`src/rtl/majority_sampler_if.sv`:
```
// Bus between the sampler and its neighbours: sampling controls in, voted window out.
interface majority_sampler_if #(
    parameter int CNT_W = 8,
    parameter int ERR_W = 8
);
    logic             en;
    logic [CNT_W-1:0] div;
    logic             din;
    logic             clr_cnt;
    logic             a;
    logic             b;
    logic             c;
    logic             r;
    logic             valid;
    logic [ERR_W-1:0] disagree_cnt;

    modport master (
        output en, div, din, clr_cnt,
        input  a, b, c, r, valid, disagree_cnt
    );

    modport slave (
        input  en, div, din, clr_cnt,
        output a, b, c, r, valid, disagree_cnt
    );
endinterface

```
`src/rtl/majority_sampler.sv`:
```
// Triple-samples a synchronised serial input at a programmable spacing and presents
// the three samples, their majority vote and a saturating disagreement count.
module majority_sampler #(
    parameter int CNT_W = 8,
    parameter int ERR_W = 8
) (
    input logic              clk,
    input logic              rst_n,
    majority_sampler_if.slave bus
);

    typedef enum logic [1:0] {IDLE, SA, SB, SC} state_t;

    state_t           state_q, state_d;
    logic [CNT_W-1:0] cnt_q, cnt_d;
    logic [CNT_W-1:0] eff_div, last_cnt;
    logic             sync1_q, sync2_q, din_s;
    logic             a_q, a_d, b_q, b_d, c_q, c_d, r_q, r_d;
    logic             valid_q, valid_d;
    logic [ERR_W-1:0] err_q, err_d;
    logic             tick, overrun, disagree;

    function automatic logic maj3(input logic x, input logic y, input logic z);
        return (x & y) | (x & z) | (y & z);
    endfunction

    function automatic logic [ERR_W-1:0] sat_inc(input logic [ERR_W-1:0] v);
        return (v == {ERR_W{1'b1}}) ? v : v + ERR_W'(1);
    endfunction

    // Two-flop synchroniser; din_s is the only view of din the sampler uses.
    always_ff @(posedge clk or negedge rst_n) begin
        if (!rst_n) begin
            sync1_q <= 1'b0;
            sync2_q <= 1'b0;
        end else begin
            sync1_q <= bus.din;
            sync2_q <= sync1_q;
        end
    end

    assign din_s = sync2_q;

    always_comb begin
        eff_div  = (bus.div == '0) ? CNT_W'(1) : bus.div;
        last_cnt = eff_div - CNT_W'(1);
        tick     = (state_q != IDLE) && (cnt_q == last_cnt);
        // A shrinking div can leave cnt beyond the new end: restart without a tick.
        overrun  = cnt_q > last_cnt;
        disagree = !((a_q == b_q) && (b_q == din_s));
    end

    always_ff @(posedge clk or negedge rst_n) begin
        if (!rst_n) begin
            state_q <= IDLE;
            cnt_q   <= '0;
            a_q     <= 1'b0;
            b_q     <= 1'b0;
            c_q     <= 1'b0;
            r_q     <= 1'b0;
            valid_q <= 1'b0;
            err_q   <= '0;
        end else begin
            state_q <= state_d;
            cnt_q   <= cnt_d;
            a_q     <= a_d;
            b_q     <= b_d;
            c_q     <= c_d;
            r_q     <= r_d;
            valid_q <= valid_d;
            err_q   <= err_d;
        end
    end

    always_comb begin
        state_d = state_q;
        cnt_d   = (tick || overrun) ? '0 : cnt_q + CNT_W'(1);
        a_d     = a_q;
        b_d     = b_q;
        c_d     = c_q;
        r_d     = r_q;
        valid_d = 1'b0;
        err_d   = err_q;

        unique case (state_q)
            IDLE: begin
                cnt_d = '0;
                if (bus.en) state_d = SA;
            end
            SA: begin
                if (!bus.en) begin
                    state_d = IDLE;
                    cnt_d   = '0;
                end else if (tick) begin
                    a_d     = din_s;
                    state_d = SB;
                end
            end
            SB: begin
                if (!bus.en) begin
                    state_d = IDLE;
                    cnt_d   = '0;
                end else if (tick) begin
                    b_d     = din_s;
                    state_d = SC;
                end
            end
            SC: begin
                // A window whose last sample lands on this edge completes even if en just fell.
                if (tick) begin
                    c_d     = din_s;
                    r_d     = maj3(a_q, b_q, din_s);
                    valid_d = 1'b1;
                    if (disagree) err_d = sat_inc(err_q);
                    state_d = bus.en ? SA : IDLE;
                    cnt_d   = '0;
                end else if (!bus.en) begin
                    state_d = IDLE;
                    cnt_d   = '0;
                end
            end
            default: begin
                state_d = IDLE;
                cnt_d   = '0;
            end
        endcase

        if (bus.clr_cnt) err_d = '0;
    end

    assign bus.a            = a_q;
    assign bus.b            = b_q;
    assign bus.c            = c_q;
    assign bus.r            = r_q;
    assign bus.valid        = valid_q;
    assign bus.disagree_cnt = err_q;

endmodule

```
`src/flat_wrapper.sv`:
```
// flat-port wrapper written by rule: the top's interface ports become plain ports
module majority_sampler_flat 
#(
    parameter int CNT_W = 8,
    parameter int ERR_W = 8
)
  (clk, rst_n, bus_en, bus_div, bus_din, bus_clr_cnt, bus_a, bus_b, bus_c, bus_r, bus_valid, bus_disagree_cnt);
  majority_sampler_if #(.CNT_W(CNT_W), .ERR_W(ERR_W)) bus_i ();
  input logic clk;
  input logic rst_n;
  input wire logic [$bits(bus_i.en)-1:0] bus_en;
  input wire logic [$bits(bus_i.div)-1:0] bus_div;
  input wire logic [$bits(bus_i.din)-1:0] bus_din;
  input wire logic [$bits(bus_i.clr_cnt)-1:0] bus_clr_cnt;
  output wire logic [$bits(bus_i.a)-1:0] bus_a;
  output wire logic [$bits(bus_i.b)-1:0] bus_b;
  output wire logic [$bits(bus_i.c)-1:0] bus_c;
  output wire logic [$bits(bus_i.r)-1:0] bus_r;
  output wire logic [$bits(bus_i.valid)-1:0] bus_valid;
  output wire logic [$bits(bus_i.disagree_cnt)-1:0] bus_disagree_cnt;
  assign bus_i.en = bus_en;
  assign bus_i.div = bus_div;
  assign bus_i.din = bus_din;
  assign bus_i.clr_cnt = bus_clr_cnt;
  assign bus_a = bus_i.a;
  assign bus_b = bus_i.b;
  assign bus_c = bus_i.c;
  assign bus_r = bus_i.r;
  assign bus_valid = bus_i.valid;
  assign bus_disagree_cnt = bus_i.disagree_cnt;
  majority_sampler #(.CNT_W(CNT_W), .ERR_W(ERR_W)) u_core (.clk(clk), .rst_n(rst_n), .bus(bus_i));
endmodule
```
`config.mk`:
```
export PLATFORM = sky130hd
export DESIGN_NAME = majority_sampler_flat
export DESIGN_NICKNAME = d
export VERILOG_FILES = /design/src/rtl/majority_sampler_if.sv /design/src/rtl/majority_sampler.sv /design/src/flat_wrapper.sv
export SDC_FILE = /design/constraint.sdc
export NUM_CORES = 1
export LEC_CHECK = 0
export CORE_MARGIN = 2
export CORE_UTILIZATION = 53
export DETAILED_ROUTE_END_ITERATION = 7
export PLACE_DENSITY = 0.77
export SETUP_SLACK_MARGIN = 0.5
export SYNTH_ARGS = -nofsm -noshare
export SYNTH_HDL_FRONTEND = slang
export SYNTH_SLANG_ARGS = --single-unit
```
`constraint.sdc`:
```
create_clock -name clk -period 2.3 [get_ports clk]
set_clock_uncertainty 0.05 [all_clocks]
set_input_delay 0.345 -clock clk [delete_from_list [all_inputs] [get_ports clk]]
set_output_delay 0.345 -clock clk [all_outputs]
set_load 0.005 [all_outputs]
```
==> flow_metrics.env <==
export IMPL_worstPathRequired_ns=2.52
export IMPL_path_cells="buf_6 -> or4_4 -> nor4_4 -> nor2_2 -> ha_2 -> xnor2_1 -> ha_1 -> and4b_2 -> nand4_4 -> or4_4 -> a21oi_2"
export IMPL_power_density_mw_per_mm2=436.2
export IMPL_grt_pass1_wl_um=6313
export IMPL_timing_hold_violations_final=0
export IMPL_clock_sinks=25
export IMPL_cp_end_kind="flip-flop"
export IMPL_dp_worst_setup_slack_ns=-1.408
export IMPL_ys_seq_area_share_pct=38.61
export IMPL_cts_tree="done"
export IMPL_cts_buffer_depth=2
export IMPL_arrival_ns=3.06
export IMPL_wl_per_cell_um=16.64
export IMPL_r2r_start="u_core.state_q[0]"
export IMPL_ios=26
export IMPL_synth_avg_cell_area_sq_um=9.941
export IMPL_ir_drop_mv=0.3512
export IMPL_start_kind="primary input"
export IMPL_rows=20
export IMPL_grt_pass1_vias=1413
export IMPL_die_h_um=59.29
export IMPL_cpPeakStageDelay_ns=0.55
export IMPL_async_reset_ff_share_pct=100.0
export IMPL_place_area_sq_mm=0.002033
export IMPL_ant_nets=0
export IMPL_slew_limit_headroom_pct=71.66
export IMPL_crit_type="in -> reg"
export IMPL_cts_buffers=3
export IMPL_synth_top_area_share_pct=38.61
export IMPL_fin_util_pct=80.50
export IMPL_grt_max_degree=26
export IMPL_cp_max_fo=5
export IMPL_synth_area_sq_mm=0.001620
export IMPL_dpl_hpwl_um=2649
export IMPL_place_gp_congestion=0.8030
export IMPL_grtUsageTotal_pct=23.66
export IMPL_path_clk_slew_ns=0.15
export IMPL_crit_path_start="bus_div[4]"
export IMPL_cpMaxStageDelayCell="or4_4"
export IMPL_layout_area_overhead_vs_synth_pct=47.95
export IMPL_hold_path_class="in -> async"
export IMPL_clock_root_buffer="clkbuf_4"
export IMPL_fmax_ghz=0.3526
export IMPL_crit_family="simple AND/OR/NAND/NOR gates"
export IMPL_drc_errors=0
export IMPL_drt_iter0_markers=89
export IMPL_finalSetupViolations=23
export IMPL_status="complete, but fails checks"
export IMPL_synth_warning_count=0
export IMPL_die_w_um=59.29
export IMPL_layout_drive_gt1_share_pct=38.29
export IMPL_synth_edf_count=0
export IMPL_grt_overflow_total=0
export IMPL_synth_most_common_cell="dfrtp_1"
export IMPL_rsz0062_at_grt="yes"
export IMPL_violations="setup timing"
export IMPL_synth_cell_type_count=37
export IMPL_coreArea_sq_mm=0.002978
export IMPL_synth_cells=163
export IMPL_period_minus_slack_ns=2.836
export IMPL_cp_num_buf_inv=1
export IMPL_fp_dieArea_sq_mm=0.003515
export IMPL_antenna_found_initial=0
export IMPL_first_pass_iters=4
export IMPL_fin_tns_setup_ns=-8.756
export IMPL_cellLeakagePower_nw=1.040
export IMPL_syn_nets=194
export IMPL_avgViaCountPerCell=6.067
export IMPL_synth_main_ff_cell="dfrtp_1"
export IMPL_holdWs_ns=0.2979
export IMPL_worst_slew_pin_slew_ns=0.4238
export IMPL_fin_ws_ns=-0.5360
export IMPL_io_buffers=25
export IMPL_synth_top_area_cell="dfrtp_1"
export IMPL_yosys_register_bits=25
export IMPL_ys_top_cells_by_count="dfrtp_1 (25), ha_1 (18)"
export IMPL_start_util_pct=54.41
export IMPL_routed_wl_um=4242
export IMPL_drv_cap=0
export IMPL_ctsHoldBuffers=0
export IMPL_maxSlewViolCount=0
export IMPL_stdcell_area_sq_mm=0.002397
export IMPL_via_count=1547
export IMPL_cpMostUsedCell="or4_4"
export IMPL_fin_crit_sh_pct=123.3
export IMPL_synth_area_leaders="dfrtp_1 (39%), ha_1 (14%), a211oi_1 (4.6%)"
export IMPL_fin_nets=254
export IMPL_clk_latency_ns=0.33
export IMPL_h_tree_depth=1
export IMPL_insertedDiodeCount=0
## stage by stage
step / power (W) / cells
floorplan: 0.0006553 / 163
global placement: 0.0007523 / 236
finish: 0.001046 / 255
CTS: 0.001017 / 246
detailed placement: 0.0007626 / 236
global route: 0.001109 / 255
## worst paths after layout
| kind | slack, ns | to | cells after the start |
|---|---|---|---|
| max | -0.54 | u_core.bus.disagree_cnt[4] | 11 |
| min | 0.30 | u_core.bus.disagree_cnt[7] | 2 |
| max reg2reg | 0.20 | u_core.bus.disagree_cnt[4] | 6 |
| min reg2reg | 0.32 | u_core.din_s | 0 |
| max in group asynchronous | 1.65 | u_core.state_q[0] | 2 |
| min in group clk | 0.32 | u_core.din_s | 0 |
## state kept, by name (all words and copies together) (netlist names)
register / cells
u_core.bus.a: 1
u_core.bus.b: 1
u_core.bus.c: 1
u_core.bus.disagree_cnt: 8
u_core.bus.r: 1
u_core.bus.valid: 1
u_core.cnt_q: 8
u_core.din_s: 1
u_core.state_q: 2
u_core.sync1_q: 1
## cell families after synthesis
family	synth area share [%]
buffers and inverters	3.860
and+or+nand+nor	20.23
DFF	38.61
muxes	3.398
xor gates and xnor gates	5.946
AOI/OAI and AO/OA	14.05
adders and majority gates	13.90
## cell type report
class	count	area [sq um]
Multi-Input combinational cell	127	1181
Sequential cell	25	625.6
Fill cell	188	580.6
Timing Repair Buffer	57	484.2
Tap cell	33	41.29
Inverter	9	33.78
Clock buffer	3	22.52
Clock inverter	1	8.758
## report_power, final
group / switching (W) / internal [W]
registers: 0.0000231 / 0.000458
clock network: 0.000143 / 0.0000709
logic: 0.000198 / 0.000153
total: 0.000364 / 0.000682
## metal layers
metal	global-route usage (%)	share of wire (%)	vias to the layer above
met3	2.620	1.7	8
met2	44.43	54	19
met5	0	0	-
met4	2.922	1.7	0
li1	-	-	724
met1	29.65	43	796
## layout by cell type (no fill, tap or decap), types with 4 or more instances in the layout
master / instances
a211oi_2: 9
a21oi_1: 7
buf_4: 29
buf_6: 4
clkdlybuf4s50_1: 18
dfrtp_1: 25
ha_1: 16
inv_1: 8
nand2_1: 7
nand3_1: 9
nor2_1: 7
xnor2_1: 4
xor2_1: 7
## repair_timing
item                                    CTS  global route
gates resized for setup                  45            21
gates cloned                              1             0
buffers inserted                          5             9
endpoints found under the setup margin   23            25
pin swaps                                14            10
Note: power is estimated with default switching activity, not from simulation.
==> RTL change 1 (same flow settings) <==
Reset style: synchronous (`rst_n`), changed in 2 clocked blocks.
--- a/src/rtl/majority_sampler.sv
+++ b/src/rtl/majority_sampler.sv
@@ -31,3 +31,3 @@
     // Two-flop synchroniser; din_s is the only view of din the sampler uses.
-    always_ff @(posedge clk or negedge rst_n) begin
+    always_ff @(posedge clk) begin
         if (!rst_n) begin
@@ -52,3 +52,3 @@
 
-    always_ff @(posedge clk or negedge rst_n) begin
+    always_ff @(posedge clk) begin
         if (!rst_n) begin
Function: differs if rst_n is asserted again (counterexample within 4 cycles, from zero or initial values and one cycle with rst_n low); with rst_n held inactive, the same outputs for 10 cycles.
==> RTL change 1 against the original RTL <==
  * Setup slack improved by 0.41 ns
  * Routed wire length increased by 0.59%
  * Largest cell class unchanged
  * Sequential cell count is the same
  * Synthesized area is 5.7% lower
  * The run still ends with negative setup slack left
  * Synthesized cell count grew 7.4%
  * Final area shrank 5.9%
  * First-iteration DRC count up 56%
Power is not compared: it rests on default switching activity, and its combinational part moved more than twofold at a synthesized area within 25%.
==> RTL change 1: results (changes against the original RTL) <==
status complete, but fails checks; failing checks negative setup slack; Fillers 167 (-11%); global-route wire length before repair 6690 µm (+6.0%); setup violators final 16 (-30%); sw frac 0.272; total CTS buffers 3 (unchanged); register area share after synthesis 0.328 (-0.0585); Top delay family on crit path simple AND/OR/NAND/NOR gates; Async S/R FF share, synth 0 (-1.00); setup TNS -1.43 ns (+7.33 ns); root buffer cell clkbuf_4; Antenna diodes 0 (unchanged); synth cell count leaders dfxtp_1, ha_1, nor2_1; 1st-iter DRT viols 139 (+56%); max_slew headroom 0.466 (-0.250); drt wl/cell 16.3 µm (-1.7%); Data arrival, critical path 2.62 ns (-0.44 ns); unique cell type count in the Yosys netlist 38 (+2.7%); Placed Area 0.00193 mm² (-5.0%); Post-Syn Nets 206 (+6.2%); total number of vias 1,541 (-0.39%); RD Place Congestion 0.921 (+15%); Max stage delay on crit path 0.42 ns (-0.13 ns); Routed WL 4270 µm (+0.59%); share of layout cells above drive strength 1 0.339 (-0.0438); Detailed Routing Iterations Pass 1 4 (unchanged); smallest setup slack after layout -0.123 ns (+0.413 ns); setup slack at placement -0.911 ns (+0.497 ns); largest cells by area after synthesis dfxtp_1, ha_1, a21oi_1; placed instance count 242 (+2.5%); Final #Nets 262 (+3.1%); overall routing resource usage 0.258 (+0.0211); DPL Wire Length 2660 µm (+0.28%); Crit-path slowest cell or4_1; pin count of the biggest net entering global routing 15 (-42%); worst hold path type register to register
## RTL change 1: cell types whose count changed after synthesis, sizes merged, moves of 3 or more
cell     delta
o2111ai     +3
and2        +3
and3        +6
dfxtp      +25
mux2        -4
nor2        +7
nand4       +3
dfrtp      -25
a211oi      -9
xor2        -3
a21oi       +5
## RTL change 1: routing by layer
| layer | vias up | part of all wire | global-route usage |
|---|---|---|---|
| met5 | - | 0 | 0 |
| met4 | 0 | 0.0089 | 0.103 |
| met3 | 4 | 0.043 | 0.0446 |
| met2 | 42 | 0.51 | 0.430 |
| met1 | 738 | 0.44 | 0.331 |
| li1 | 757 | - | - |
## RTL change 1: cell type report
type                       instances  area [µm²]  area share
clock buffer                       3        22.5     0.00998
clock inverter                     1        5.00     0.00222
inverter                          10        37.5      0.0166
multi-input combinational        137        1160       0.515
sequential                        25         502       0.222
tap                               31        38.8      0.0172
timing repair buffer              54         488       0.216
## RTL change 1: logic make-up (layout without fill, tap and decap cells)
group | after synthesis | count (layout) | synth area share
AOI/OAI and AO/OA | 34 | 34 | 0.149
xor gates and xnor gates | 9 | 9 | 0.0516
adders and majority gates | 18 | 18 | 0.147
buffers and inverters | 13 | 68 | 0.0328
DFF | 25 | 25 | 0.328
muxes | 2 | 2 | 0.0131
and+or+nand+nor | 74 | 74 | 0.278
## RTL change 1: tightest hold or removal path, cell delays in order (launching register included)
cell and delay (ns):
dfxtp_1 0.34, nand2_1 0.05, mux2i_1 0.06
## RTL change 1: path summary, 6_finish.rpt
kind                                                                end  slack (ns)                                    start  cells after the start
worst max-delay path            u_core.bus.disagree_cnt[3]$_SDFFE_PP0P_       -0.12                               bus_div[5]                     13
worst min-delay path                          u_core.bus.c$_SDFFE_PN0P_        0.42                u_core.bus.c$_SDFFE_PN0P_                      2
worst max register to register  u_core.bus.disagree_cnt[0]$_SDFFE_PP0P_        0.33  u_core.bus.disagree_cnt[1]$_SDFFE_PP0P_                      5
worst min register to register                u_core.bus.c$_SDFFE_PN0P_        0.42                u_core.bus.c$_SDFFE_PN0P_                      2
## RTL change 1: power groups by stage
stage | registers (W) | clock network, W | logic (W)
floorplan | 0.000450 | 0 | 0.0000645
global placement | 0.000450 | 0 | 0.000119
detailed placement | 0.000451 | 0 | 0.000123
CTS | 0.000441 | 0.000211 | 0.000147
global route | 0.000443 | 0.000236 | 0.000170
finish | 0.000441 | 0.000199 | 0.000160
## RTL change 1: repair_timing
| action | 4_1_cts | 5_1_grt |
|---|---|---|
| setup endpoints to repair | 23 | 25 |
| gates cloned | 0 | 0 |
| gates resized for setup | 68 | 18 |
| buffers inserted | 13 | 2 |
| pin swaps | 26 | 19 |
==> RTL change 2 (config.mk and constraints unchanged) <==
Without the edit above. `ERR_W` is set to 8 in 3 places; all go to 12.
--- a/src/rtl/majority_sampler_if.sv
+++ b/src/rtl/majority_sampler_if.sv
@@ -3,3 +3,3 @@
     parameter int CNT_W = 8,
-    parameter int ERR_W = 8
+    parameter int ERR_W = 12
 );
--- a/src/rtl/majority_sampler.sv
+++ b/src/rtl/majority_sampler.sv
@@ -4,3 +4,3 @@
     parameter int CNT_W = 8,
-    parameter int ERR_W = 8
+    parameter int ERR_W = 12
 ) (
--- a/src/flat_wrapper.sv
+++ b/src/flat_wrapper.sv
@@ -4,3 +4,3 @@
     parameter int CNT_W = 8,
-    parameter int ERR_W = 8
+    parameter int ERR_W = 12
 )
Ports: changed (resized bus_disagree_cnt); port bits go from 26 to 30. No check against the original RTL was run, so the function may have changed too.
==> RTL change 2 against the original RTL <==
  * The flow still finishes with violations (negative setup slack)
  * Final area grew 15%
  * Final cell count grew 17%
  * Worst hold slack gained 0.017 ns
  * Core utilization grew 2.3 points
  * Setup slack lost 0.44 ns
  * Global-route usage grew 4.2 points
  * Routed wire length grew 35%
  * Synthesized area grew 14%
  * Synthesized cell count grew 14%
  * Register-to-register slack lost 0.35 ns
  * Clock power grew 57%
  * Sequential share of layout area grew 0.25 points
  * Sequential cell count grew 4
  * Total power grew 39%
==> RTL change 2: results (changes against the original RTL) <==
status complete, but fails checks; failing checks negative setup slack; met3 Use GR 0.0679 (+0.0417); Psw 0.000526 W (+45%); vias in the first global route 1,865 (+32%); Max stage delay on crit path 0.62 ns (+0.07 ns); setup violators final 27 (+17%); Setup Fix Bufs, Post-CTS 7 (+2); #MultiIn Comb 145 (+14%); wire length on met2 3020 µm (+33%); smallest setup slack after layout -0.974 ns (-0.438 ns); largest cells by area after synthesis dfrtp_1, ha_1, mux2_2; synth cell count leaders dfrtp_1, ha_1, a21oi_1, nand3_1; H-tree depth 2 (+1); Post-Syn Nets 217 (+12%); worst vdd rail ir drop 516 µV (+47%); post_cts resized 31 (-31%); global-route wire length before repair 8560 µm (+36%); clock sinks 29 (+16%); bufs w/o clock 63 (+11%); fraction of area in multi-input gates 0.478 (-0.0151); Routed WL 5750 µm (+35%); met1 usage 0.309 (+0.0124); footprint of the multi-input gates 0.00132 mm² (+12%); drt wl/cell 19.2 µm (+16%); leakage power 1.16 nW (+11%); Die X 63.1 µm (+6.3%); register area share after synthesis 0.393 (+0.00659); Fillers 184 (-2.1%); total CTS buffers 5 (+2); Via density 6.27 (+3.3%); placed instance count 281 (+19%); Slew @ Worst Pin 0.728 ns (+0.304 ns); Seq/total area 0.263 (+0.00251); overall routing resource usage 0.279 (+0.0421); Worst R2R Setup Slack -0.15 ns (-0.35 ns)
[RTL change 2: cell count changes after synthesis, moves of 3 or more]
cell	delta
mux2_2	+4
nor4_1	+3
dfrtp_1	+4
or4_1	+3
nand2_1	-3
o21ai_0	+3
[RTL change 2: power by group through the flow]
stage / logic, W / clock network, W / registers, W
2_1_floorplan: 0.000244 / 0 / 0.000574
3_3_place_gp: 0.000413 / 0 / 0.000569
3_5_place_dp: 0.000439 / 0 / 0.000574
4_1_cts: 0.000478 / 0.000325 / 0.000564
5_1_grt: 0.000613 / 0.000360 / 0.000569
6_report: 0.000559 / 0.000335 / 0.000564
[RTL change 2: cell families after synthesis]
group                      count (synthesis)  synth area share
DFF                                       29             0.393
AOI/OAI and AO/OA                         39             0.134
and+or+nand+nor                           67             0.214
buffers and inverters                     13            0.0311
muxes                                      9            0.0542
xor gates and xnor gates                  11            0.0521
adders and majority gates                 18             0.122
